### src/rtl/delay_line_pipe.sv
// delay_line_pipe: DEPTH-stage delay line with valid tagging, stall, flush and a runtime tap.
// Optional macro DELAY_LINE_PIPE_ZERO_INVALID_EN forces dout to zero whenever dout_valid is low.
module delay_line_pipe #(
    parameter int unsigned      WIDTH     = 16,
    parameter int unsigned      DEPTH     = 4,
    parameter int unsigned      SEL_W     = 4,
    parameter int unsigned      CNT_W     = 5,
    parameter logic [WIDTH-1:0] RESET_VAL = '0
) (
    input  logic             clk,
    input  logic             rst_n,
    input  logic             en,
    input  logic             flush,
    input  logic [WIDTH-1:0] din,
    input  logic             din_valid,
    input  logic [SEL_W-1:0] delay_sel,
    output logic [WIDTH-1:0] dout,
    output logic             dout_valid,
    output logic [CNT_W-1:0] inflight
);

    localparam logic [SEL_W-1:0] LP_DEPTH_SEL = SEL_W'(DEPTH);
    localparam logic [SEL_W-1:0] LP_ONE_SEL   = SEL_W'(1);

    logic [WIDTH-1:0] r_stage [1:DEPTH];
    logic [DEPTH:1]   r_valid;
    logic [CNT_W-1:0] r_cnt;

    logic [SEL_W-1:0] w_tap;
    logic [WIDTH-1:0] w_raw;
    logic             w_tap_valid;

    // Stage registers, valid tags and occupancy counter: reset > flush > advance > hold.
    always_ff @(posedge clk) begin
        if (!rst_n) begin
            for (int k = 1; k <= int'(DEPTH); k++) begin
                r_stage[k] <= RESET_VAL;
            end
            r_valid <= '0;
            r_cnt   <= '0;
        end else if (flush) begin
            // Data contents are deliberately kept; only the tags are cleared.
            r_valid <= '0;
            r_cnt   <= '0;
        end else if (en) begin
            r_stage[1] <= din;
            r_valid[1] <= din_valid;
            for (int k = 2; k <= int'(DEPTH); k++) begin
                r_stage[k] <= r_stage[k-1];
                r_valid[k] <= r_valid[k-1];
            end
            r_cnt <= r_cnt + CNT_W'(din_valid) - CNT_W'(r_valid[DEPTH]);
        end else begin
            r_valid <= r_valid;
            r_cnt   <= r_cnt;
        end
    end

    // Effective delay: 0 behaves as 1, anything beyond DEPTH clamps to the last stage.
    always_comb begin
        w_tap = LP_ONE_SEL;
        if (delay_sel == '0) begin
            w_tap = LP_ONE_SEL;
        end else if (delay_sel > LP_DEPTH_SEL) begin
            w_tap = LP_DEPTH_SEL;
        end else begin
            w_tap = delay_sel;
        end
    end

    // DEPTH:1 tap mux; the only combinational path into dout starts at delay_sel.
    always_comb begin
        w_raw       = r_stage[1];
        w_tap_valid = r_valid[1];
        for (int k = 1; k <= int'(DEPTH); k++) begin
            w_raw       = (w_tap == SEL_W'(k)) ? r_stage[k] : w_raw;
            w_tap_valid = (w_tap == SEL_W'(k)) ? r_valid[k] : w_tap_valid;
        end
    end

`ifdef DELAY_LINE_PIPE_ZERO_INVALID_EN
    assign dout = w_tap_valid ? w_raw : '0;
`else
    assign dout = w_raw;
`endif
    assign dout_valid = w_tap_valid;
    assign inflight   = r_cnt;

endmodule

### config.mk
export PLATFORM = sky130hd
export DESIGN_NAME = delay_line_pipe
export DESIGN_NICKNAME = d
export VERILOG_FILES = /design/src/rtl/delay_line_pipe.sv
export SDC_FILE = /design/constraint.sdc
export NUM_CORES = 1
export LEC_CHECK = 0
export BUFFER_PORTS_ARGS = -buffer_cell sky130_fd_sc_hd__buf_2
export CELL_PAD_IN_SITES_DETAIL_PLACEMENT = 0
export CELL_PAD_IN_SITES_GLOBAL_PLACEMENT = 1
export CORE_UTILIZATION = 41
export DETAILED_ROUTE_END_ITERATION = 10
export GPL_ROUTABILITY_DRIVEN = 1
export GPL_TIMING_DRIVEN = 0
export PLACE_DENSITY = 0.8
export SYNTH_ARGS = -nofsm -noshare
export SYNTH_HDL_FRONTEND = slang
export SYNTH_SLANG_ARGS = --single-unit
export TNS_END_PERCENT = 30
### constraint.sdc
create_clock -name clk -period 5.2 [get_ports clk]
set_input_delay 0.52 -clock clk [delete_from_list [all_inputs] [get_ports clk]]
set_output_delay 0.52 -clock clk [all_outputs]
set_load 0.005 [all_outputs]
=== Word level (Yosys, flattened, before mapping) ===
Memory sizes are Yosys's and may differ from the RTL's.
Cells that the tools add are included.

* Register bits after elaboration: 9
* RAM bits: 64
* Bits of input ports: 25
* Output and inout port bits: 22
* Word-level logic and storage cells: 33
* Memories kept: 1

{| class="wikitable"
|+ Memories
! name !! depth !! bits a word !! rd ports !! clocked after Yosys merged registers in !! write ports !! RTL line !! RTL
|-
| r_stage || 4 || 16 || 4 || 0 || 4 || 25 || <nowiki>logic [WIDTH-1:0] r_stage [1:DEPTH];</nowiki>
|}

* Add/subtract/negate cells: 2
* $lt $le $gt $ge: 1
* Equal/unequal tests: 3
* Multiplexer cells: 17
* Bitwise operators: 5
* Reductions and logical operators: 2

{| class="wikitable"
|+ Operators with widths
! kind !! count
|-
| $mux 16 || 7
|-
| $eq 4x2->1 const B || 2
|-
| $mux 1 || 8
|-
| $mux 4 || 2
|-
| $add 5x1->5 || 1
|-
| $sub 5x1->5 || 1
|-
| $eq 4x3->1 const B || 1
|-
| $gt 4x3->1 const B || 1
|-
| $logic_not 4->1 || 1
|-
| $or 1x1->1 || 4
|-
| $reduce_or 2->1 || 1
|-
| $not 1->1 || 1
|}

=== Logic depth before layout (Yosys ltp) ===
Gate-level depths: netlist of run 1.

* Word-level depth: 7
* Gate-level depth with buffers: 10
* Depth with buffers taken out: 10

=== Worst setup path before layout of run 1 ===
No wires, ideal clock.

* Path type: input to register
* Start point: in en
* End point: reg r_stage[0][16] (netlist name)
* Setup time: 0.574 ns
* Arrival time: 5.131 ns
* Data required time: 4.626 ns
* Setup slack: -0.506 ns
* Stages: 2
* Path buffers: 0
* Cells stage by stage: inv_1 o21ai_0

{| class="wikitable"
|+ RTL lines
! item !! RTL line !! RTL
|-
| start, declared || 12 || <nowiki>input logic en,</nowiki>
|}

=== Worst setup path in the final report of run 1 ===
* Start point: in delay_sel[3]
* End point: out dout[13]

* Word-level cells in the longest chain between the ends: 7
* Elaborated cells between the ends (all ways): 10
* Classes of those cells: order compare: 1; eq/ne: 3; mux: 5; reduce/logical: 1

{| class="wikitable"
|+ Ends and longest elaborated chain
! item !! RTL line !! RTL
|-
| start, declared || 16 || <nowiki>input logic [SEL_W-1:0] delay_sel,</nowiki>
|-
| $gt 4x3->1 || 64 || <nowiki>end else if (delay_sel > LP_DEPTH_SEL) begin</nowiki>
|-
| $mux 4 || 64 ||
|-
| $mux 4 * || 62 || <nowiki>if (delay_sel == '0) begin</nowiki>
|-
| $eq 4x2->1 || 76 || <nowiki>w_raw = (w_tap == SEL_W'(k)) ? r_stage[k] : w_raw;</nowiki>
|-
| $mux 16 (2 in series) || 76 ||
|-
| $mux 16 * || 76 ||
|-
| end, declared || 17 || <nowiki>output logic [WIDTH-1:0] dout,</nowiki>
|}

Mark *: on every way between the ends. The rest lies on a longest branch, timed or not.

==> results of run 1 <==
-- Yosys cell counts --
cell and n:
a211oi_1 1, a21o_1 1, a21oi_1 3, and2_1 64, and2b_2 1, buf_2 1, buf_4 1, buf_6 2
clkbuf_1 7, clkbuf_2 6, dfxtp_1 9, edfxtp_1 64, fa_1 1, ha_1 5, inv_1 8, mux2i_1 24
nand2_1 37, nand2b_1 2, nand2b_4 1, nand4_1 1, nor2_1 10, nor3b_4 1, o21ai_0 35, o311ai_1 1
or2_2 1, or4_1 1, xor2_1 1
-- worst max-delay path: cells and delay by family --
family / cells / cell delay (ns)
and+or+nand+nor: 1 / 0.28
AOI/OAI and AO/OA: 1 / 0.30
buffers and inverters: 4 / 0.74
-- kinds of logic (layout without fill, tap and decap cells) --
kind of cell             Yosys count  in the layout  synth area share [%]
adder cells (fa/ha/maj)            6              6                  2.41
buffers and inverters             25             87                  3.55
flip-flops                        73             73                  61.5
XOR/XNOR                           1              1                 0.256
AND/OR/NAND/NOR                  119            119                  19.0
AO/OA/AOI/OAI                     41             41                  6.26
multiplexers                      24             24                  7.03
-- sequential cells by signal, indices dropped and copies added, names as in the netlist --
| name | count |
|---|---|
| inflight | 5 |
| r_stage | 64 |
| r_valid | 4 |
-- metrics by stage --
| stage | hold WS (ns) | std cells |
|---|---|---|
| 3_3_place_gp | 0.449 | 436 |
| 6_report | 0.439 | 453 |
| 4_1_cts | 0.434 | 453 |
| 5_1_grt | 0.440 | 453 |
| 2_1_floorplan | 0.459 | 289 |
| 3_5_place_dp | 0.470 | 438 |
-- per-layer routing --
layer | vias to the layer above | share of wire, % | track usage (%)
met4 | 0 | 1.2 | 5.00
met3 | 7 | 5.0 | 4.80
met1 | 1073 | 48 | 23.8
li1 | 1108 | - | -
met2 | 49 | 46 | 26.5
met5 | - | 0 | 0
-- cell type report --
class	instances	area share (%)
tap	102	3.19
buffer	17	2.28
sequential	73	52.5
multi-input combinational	191	30.2
inverter	8	0.751
clock buffer	11	3.28
timing repair buffer	47	6.63
clock inverter	4	1.13
-- final timing paths --
path | startpoint | endpoint | cells after the start
setup / recovery | delay_sel[3] | dout[13] | 6
hold / removal | din_valid | r_valid[1] | 3
setup reg to reg | inflight[0] | inflight[4] | 10
hold reg to reg | inflight[4] | inflight[4] | 2
-- report_power, final --
group	switching, mW	internal (mW)	total (mW)	leakage, nW
clock	0.205	0.217	0.422	0.0929
combinational	0.0658	0.0495	0.115	0.851
sequential	0.0142	0.673	0.687	0.750
total	0.285	0.939	1.22	1.69
==> impl_metrics.toml, run 1 <==
[timing]
fmax_ghz = 0.425
fin_setup_tns_ns = 0
final.setup.worst_slack_ns = 2.85
fin_crit_ns = 2.35
clock_skew_ns = 0.00436
rsz0062_at_grt = "false"
setup_viol_count_final = 0
slew_violations = 0
post-route-period-util_pct = 45.3
worst_slew_pin_slew_ns = 0.528
slew_headroom_pct = 64.8
hold_violations = 0

[critical_path]
path_class = "input pin to primary output"
worst-path-max-fanout = 10
critPathArrivalTime_ns = 1.83
critPathCaptureType = "primary output"
reg2reg_slack_ns = 3.05
cp_slowest_cell = "clkbuf_1"
crit_chain = "buf_2 -> or2_2 -> clkbuf_1 -> clkbuf_1 -> o21ai_0 -> buf_2"
worstPathRequired_ns = 4.68
critPathLaunchType = "input pin"
slowest_delay_ns = 0.30

[placed_design]
dpl.hpwl_um = 4540
numPortBuffers = 45
place_ws_ns = 2.84
place_congestion = 0.716
post_dp_cell_area_mm2 = 0.00382

[final_layout]
multiInputGateArea_mm2 = 0.00121
regArea_mm2 = 0.00210
finalNetCount = 378
fillers = 721
diodes = 0
utilization_pct = 50.7
stdcell_area_mm2 = 0.00400
syn_to_final_growth_pct = 17.0
drive_gt1_share_pct = 21.4
final_cell_mix = "and2_1, edfxtp_1, buf_2"

[grt]
grt_max_degree = 32
grt_pass1_wl_um = 11200
grt_pass1_vias = 2223
track_usage_pct = 17.2
antenna_found_initial = 0
grt_overflow = 0

[floorplanning]
dieArea_mm2 = 0.00871
io_pins = 47
die_x_um = 93.3
core_mm2 = 0.00789
start_util_pct = 43.4
die_h_um = 93.3
rows = 32

[job]
maxCapViolations = 0

[cts]
numCtsBuffers = 9
cts.path.max_buffers = 2
clk_latency_ns = 0.35
htree_num_levels = 3
cts_tree = "done"
cts_sinks = 73
clkTransAtPathRegs_ns = 0.07
postCtsSetupBuffers = 0
root_buffer = "clkbuf_8"
post_cts_hold_buffer_count = 0
cts_resized = 0

[power]
fin_total_pwr_mw = 1.22
power.density_mw_per_mm2 = 306
p_leak_nw = 1.69
ir_worst_vdd_mv = 0.192

[routing]
drc = 0
wl_um = 6690
vias = 2237
drt_iter0_markers = 145
ant_nets = 0
wl_per_cell_um = 14.8
vias_per_cell = 4.94
first_pass_iters = 4

[yosys]
seq_area_frac_synth_pct = 61.5
avgSynthCellArea_um2 = 11.8
syn_inst = 289
synth_top_area_share_pct = 56.2
synth_fp_nets = 320
synth_top_area_cell = "edfxtp_1"
yosys_warnings = 0
ys_ff_latch = 73
synthTopCellsByArea = "edfxtp_1, and2_1, mux2i_1, dfxtp_1, o21ai_0"
synth_area_mm2 = 0.00342
synth.distinct_cells = 27

[worst_hold_path]
hold_class = "input pin to flip-flop"

[status]
outcome = "finished clean"
No activity file was read; power rests on OpenSTA's default activity.
==> inputs of run 2 (changes only) <==
Settings changed: CORE_UTILIZATION 41 to 46, PLACE_DENSITY 0.8 to 0.85.
Clock period 5.2 ns to 2.2 ns, I/O delays scaled along.
==> impl_metrics.toml, run 2 (synthesis gave the netlist of run 1 again) <==
[timing]
setup_viol_count_final = 0
post-route-period-util_pct = 93.1
hold_violations = 0
slew_headroom_pct = 52.6
worst_slew_pin_slew_ns = 0.708
clock_skew_ns = 0.00923
fin_crit_ns = 2.05
rsz0062_at_grt = "false"
fin_setup_tns_ns = 0
slew_violations = 0
fmax_ghz = 0.488

[cts]
numCtsBuffers = 9
post_cts_hold_buffer_count = 0
clkTransAtPathRegs_ns = 0.08
root_buffer = "clkbuf_8"
cts_sinks = 73
cts_tree = "done"
clk_latency_ns = 0.35
cts.path.max_buffers = 2
htree_num_levels = 3

[routing]
vias = 2251
drc = 0
wl_um = 6480
ant_nets = 0
vias_per_cell = 4.99
first_pass_iters = 4
wl_per_cell_um = 14.4
drt_iter0_markers = 158

[worst_hold_path]
hold_class = "input pin to flip-flop"
min_to = "r_stage[0][22]"
worstHoldPathCells = 2
hp-start = "din[6]"

[placed_design]
place_congestion = 0.760
numPortBuffers = 45
dpl.hpwl_um = 4450

[floorplanning]
dieArea_mm2 = 0.00778
io_pins = 47
start_util_pct = 47.4
die_x_um = 88.2
die_h_um = 88.2
core_mm2 = 0.00721
rows = 31

[critical_path]
critPathArrivalTime_ns = 2.33
rr_endpoint = "inflight[4]"
reg2reg_from = "inflight[0]"
critPathLaunchType = "flip-flop"
path_class = "flip-flop to flip-flop"
critPathCaptureType = "flip-flop"
worst-path-max-fanout = 3
worstPathRequired_ns = 2.49
worst_r2r_path_depth = 10
reg2reg_slack_ns = 0.15

[final_layout]
fillers = 655
diodes = 0
utilization_pct = 56.2
drive_gt1_share_pct = 22.7
final_cell_mix = "and2_1, edfxtp_1, buf_2"
largest_reg_flops = 64
syn_to_final_growth_pct = 18.6
top_register = "r_stage"
finalNetCount = 378

[grt]
grt_pass1_vias = 2154
track_usage_pct = 19.0
grt_overflow = 0
grt_max_degree = 27
antenna_found_initial = 0
grt_pass1_wl_um = 10700

[power]
p_sw_mw = 0.708
p_int_mw = 2.35
pwr-share-seq_pct = 53.0
swShare_pct = 23.1
ir_worst_vdd_mv = 0.371
power.density_mw_per_mm2 = 755
clockPowerShare_pct = 38.0
p_leak_nw = 1.71
combPwrFrac_pct = 8.9

[job]
maxCapViolations = 0

[status]
outcome = "finished clean"
-- run 2: through the flow --
stage | total power [mW] | setup slack (ns) | cells | hold slack, ns | instance area, um2
detailed placement | 1.93 | 0.0178 | 435 | 0.459 | 3830
global route | 3.18 | 0.00928 | 451 | 0.123 | 4060
floorplan | 1.81 | 0.167 | 289 | 0.367 | 3430
finish | 3.06 | 0.152 | 451 | 0.131 | 4060
CTS | 3.08 | 0.0133 | 451 | 0.125 | 4050
global placement | 1.91 | -0.192 | 433 | 0.450 | 3780
-- run 2: per-layer routing --
| layer | vias up | share of wire [%] | global-route usage, % |
|---|---|---|---|
| met3 | 6 | 5.1 | 4.38 |
| met5 | - | 0 | 0 |
| li1 | 1111 | - | - |
| met1 | 1083 | 45 | 24.3 |
| met4 | 0 | 0.82 | 9.09 |
| met2 | 51 | 49 | 30.8 |
-- run 2: worst max-delay path by stage --
| stage | from | end | cells after the start | slack, ns |
|---|---|---|---|---|
| global route | inflight[0] | inflight[4] | 10 | 0.009 |
| finish | inflight[0] | inflight[4] | 10 | 0.15 |
| floorplan | inflight[0] | inflight[4] | 10 | 0.17 |
| CTS | inflight[0] | inflight[4] | 10 | 0.01 |
| global placement | en | r_stage[0][58] | 3 | -0.19 |
| detailed placement | inflight[0] | inflight[4] | 10 | 0.02 |
-- run 2: cell type report --
type                            count  area, um2  area share, %
Tap cell                           99        124           3.05
Inverter                            8       30.0          0.741
Clock buffer                       10        128           3.15
Sequential cell                    73       2100           51.9
Multi-Input combinational cell    191       1210           29.9
Timing Repair Buffer               47        273           6.73
Clock inverter                      6       92.6           2.28
Buffer                             17       91.3           2.25
-- run 2: power groups by stage --
stage / registers (mW) / logic [mW] / clock network, mW
CTS: 1.62 / 0.278 / 1.18
floorplan: 1.64 / 0.163 / 0
detailed placement: 1.66 / 0.277 / 0
global placement: 1.65 / 0.257 / 0
global route: 1.63 / 0.309 / 1.24
finish: 1.62 / 0.273 / 1.16
-- run 2: timing repair --
item                                    4_1_cts  5_1_grt
hold endpoints to repair                      0        0
resized for setup                             0        3
buffers inserted                              0        0
endpoints found under the setup margin        0        1
-- run 2: critical path: stages (launching register included) --
cell and delay, ns:
dfxtp_2 0.34, inv_1 0.04, ha_1 0.27, inv_1 0.06
ha_1 0.17, inv_1 0.06, fa_2 0.34, nand2b_1 0.17
a21oi_2 0.13, mux2i_1 0.23, mux2i_1 0.19
==> inputs of run 3 (changes only) <==
Settings changed: CAP_MARGIN set to 20, PLACE_DENSITY 0.85 to 0.79.
==> impl_metrics.toml, run 3 (synthesis gave the netlist of run 1 again) <==
[critical_path]
cp_slowest_cell = "dfxtp_2"
worst-path-max-fanout = 3
critPathArrivalTime_ns = 2.32
critPathCaptureType = "flip-flop"
worstPathRequired_ns = 2.47
crit_top_cell = "inv_1"
slowest_delay_ns = 0.34
critPathLaunchType = "flip-flop"
path_class = "flip-flop to flip-flop"
crit_chain = "inv_1 -> ha_1 -> inv_1 -> ha_1 -> inv_1 -> fa_2 -> nand2b_4 -> a21oi_2 -> mux2i_1 -> mux2i_1"
path_buf_inv = 3
path_delay_family = "adder cells"

[placed_design]
dpl.hpwl_um = 4560
place_congestion = 0.733
numPortBuffers = 45
place_ws_ns = 0.0258

[power]
ir_worst_vdd_mv = 0.440
power.density_mw_per_mm2 = 748
p_leak_nw = 1.71

[final_layout]
diodes = 0
top_register = "r_stage"
syn_to_final_growth_pct = 18.5
fillers = 657
finalNetCount = 378
final_cell_mix = "and2_1, edfxtp_1, buf_2"
largest_reg_flops = 64
drive_gt1_share_pct = 23.0

[cts]
post_cts_hold_buffer_count = 0
clkTransAtPathRegs_ns = 0.07
cts.path.max_buffers = 2
cts_sinks = 73
cts_tree = "done"
clk_latency_ns = 0.34
cts_resized = 0
numCtsBuffers = 9
root_buffer = "clkbuf_8"
postCtsSetupBuffers = 0
htree_num_levels = 3

[grt]
grt_pass1_vias = 2157
grt_overflow = 0
grt_pass1_wl_um = 10400
grt_max_degree = 27
track_usage_pct = 18.2
antenna_found_initial = 0

[worst_hold_path]
hold_class = "input pin to flip-flop"

[timing]
fmax_ghz = 0.489
slew_violations = 0
post-route-period-util_pct = 93.0
worst_slew_pin_slew_ns = 0.649
final.setup.worst_slack_ns = 0.154
hold_violations = 0
slew_headroom_pct = 56.6
rsz0062_at_grt = "false"
hold_slack_ns = 0.144
setup_viol_count_final = 0
clock_skew_ns = 0.00846
fin_crit_ns = 2.05

[routing]
drc = 0
drt_iter0_markers = 90
vias = 2200
wl_per_cell_um = 14.5
first_pass_iters = 4
ant_nets = 0
vias_per_cell = 4.88
wl_um = 6530

[floorplanning]
io_pins = 47
rows = 31
start_util_pct = 47.4
die_h_um = 88.2
dieArea_mm2 = 0.00778
die_x_um = 88.2
core_mm2 = 0.00721

[job]
maxCapViolations = 0

[status]
outcome = "finished clean"
[run 3: changes by cell type in the layout (fill, tap and decap cells not counted), sizes merged]
cell / delta
clkinv: +1
clkinvlp: -1
[run 3: cell type report]
| cell class | count | area [um2] | area share (%) |
|---|---|---|---|
| Multi-Input combinational cell | 191 | 1220 | 30.1 |
| Inverter | 8 | 30.0 | 0.741 |
| Buffer | 17 | 91.3 | 2.25 |
| Tap cell | 99 | 124 | 3.06 |
| Timing Repair Buffer | 47 | 273 | 6.73 |
| Sequential cell | 73 | 2100 | 51.9 |
| Clock inverter | 6 | 82.6 | 2.04 |
| Clock buffer | 10 | 128 | 3.15 |
[run 3: power by group]
| group | total, mW | leakage, nW | internal [mW] | switching [mW] |
|---|---|---|---|---|
| clock | 1.13 | 0.106 | 0.633 | 0.498 |
| combinational | 0.275 | 0.856 | 0.121 | 0.155 |
| sequential | 1.62 | 0.750 | 1.59 | 0.0342 |
| total | 3.03 | 1.71 | 2.34 | 0.687 |
[run 3: path summary, 6_finish.rpt]
check | startpoint | end | slack [ns] | depth (start not counted)
worst max-delay path | inflight[0] | inflight[4] | 0.15 | 10
worst min-delay path | din_valid | r_valid[1] | 0.14 | 3
worst max register to register | inflight[0] | inflight[4] | 0.15 | 10
worst min register to register | inflight[4] | inflight[4] | 0.48 | 2
[run 3: through the flow]
stage                     power (mW)  cell area (um2)  TNS (ns)  cells  util [%]
after floorplan                 1.81             3430         0    289         -
after global placement          1.92             3780    -13.16    433      52.4
after detailed placement        1.93             3830         0    435      53.1
after CTS                       3.05             4040         0    451      56.0
after global routing            3.15             4050         0    451      56.2
final                           3.03             4050         0    451      56.2
[run 3: worst min-delay path, delay by kind of cell]
kind	cells	cell delay, ns
and+or+nand+nor	1	0.07
buffers and inverters	1	0.09
muxes	1	0.06
[run 3: metal layers]
metal / GRT usage (%) / wire length [um] / vias up / share of wire [%]
met5: 0 / 0 / - / 0
met4: 7.04 / 46 / 0 / 0.70
met3: 2.99 / 212 / 4 / 3.2
met2: 29.6 / 3150 / 43 / 48
met1: 24.7 / 3120 / 1043 / 48
li1: - / - / 1110 / -
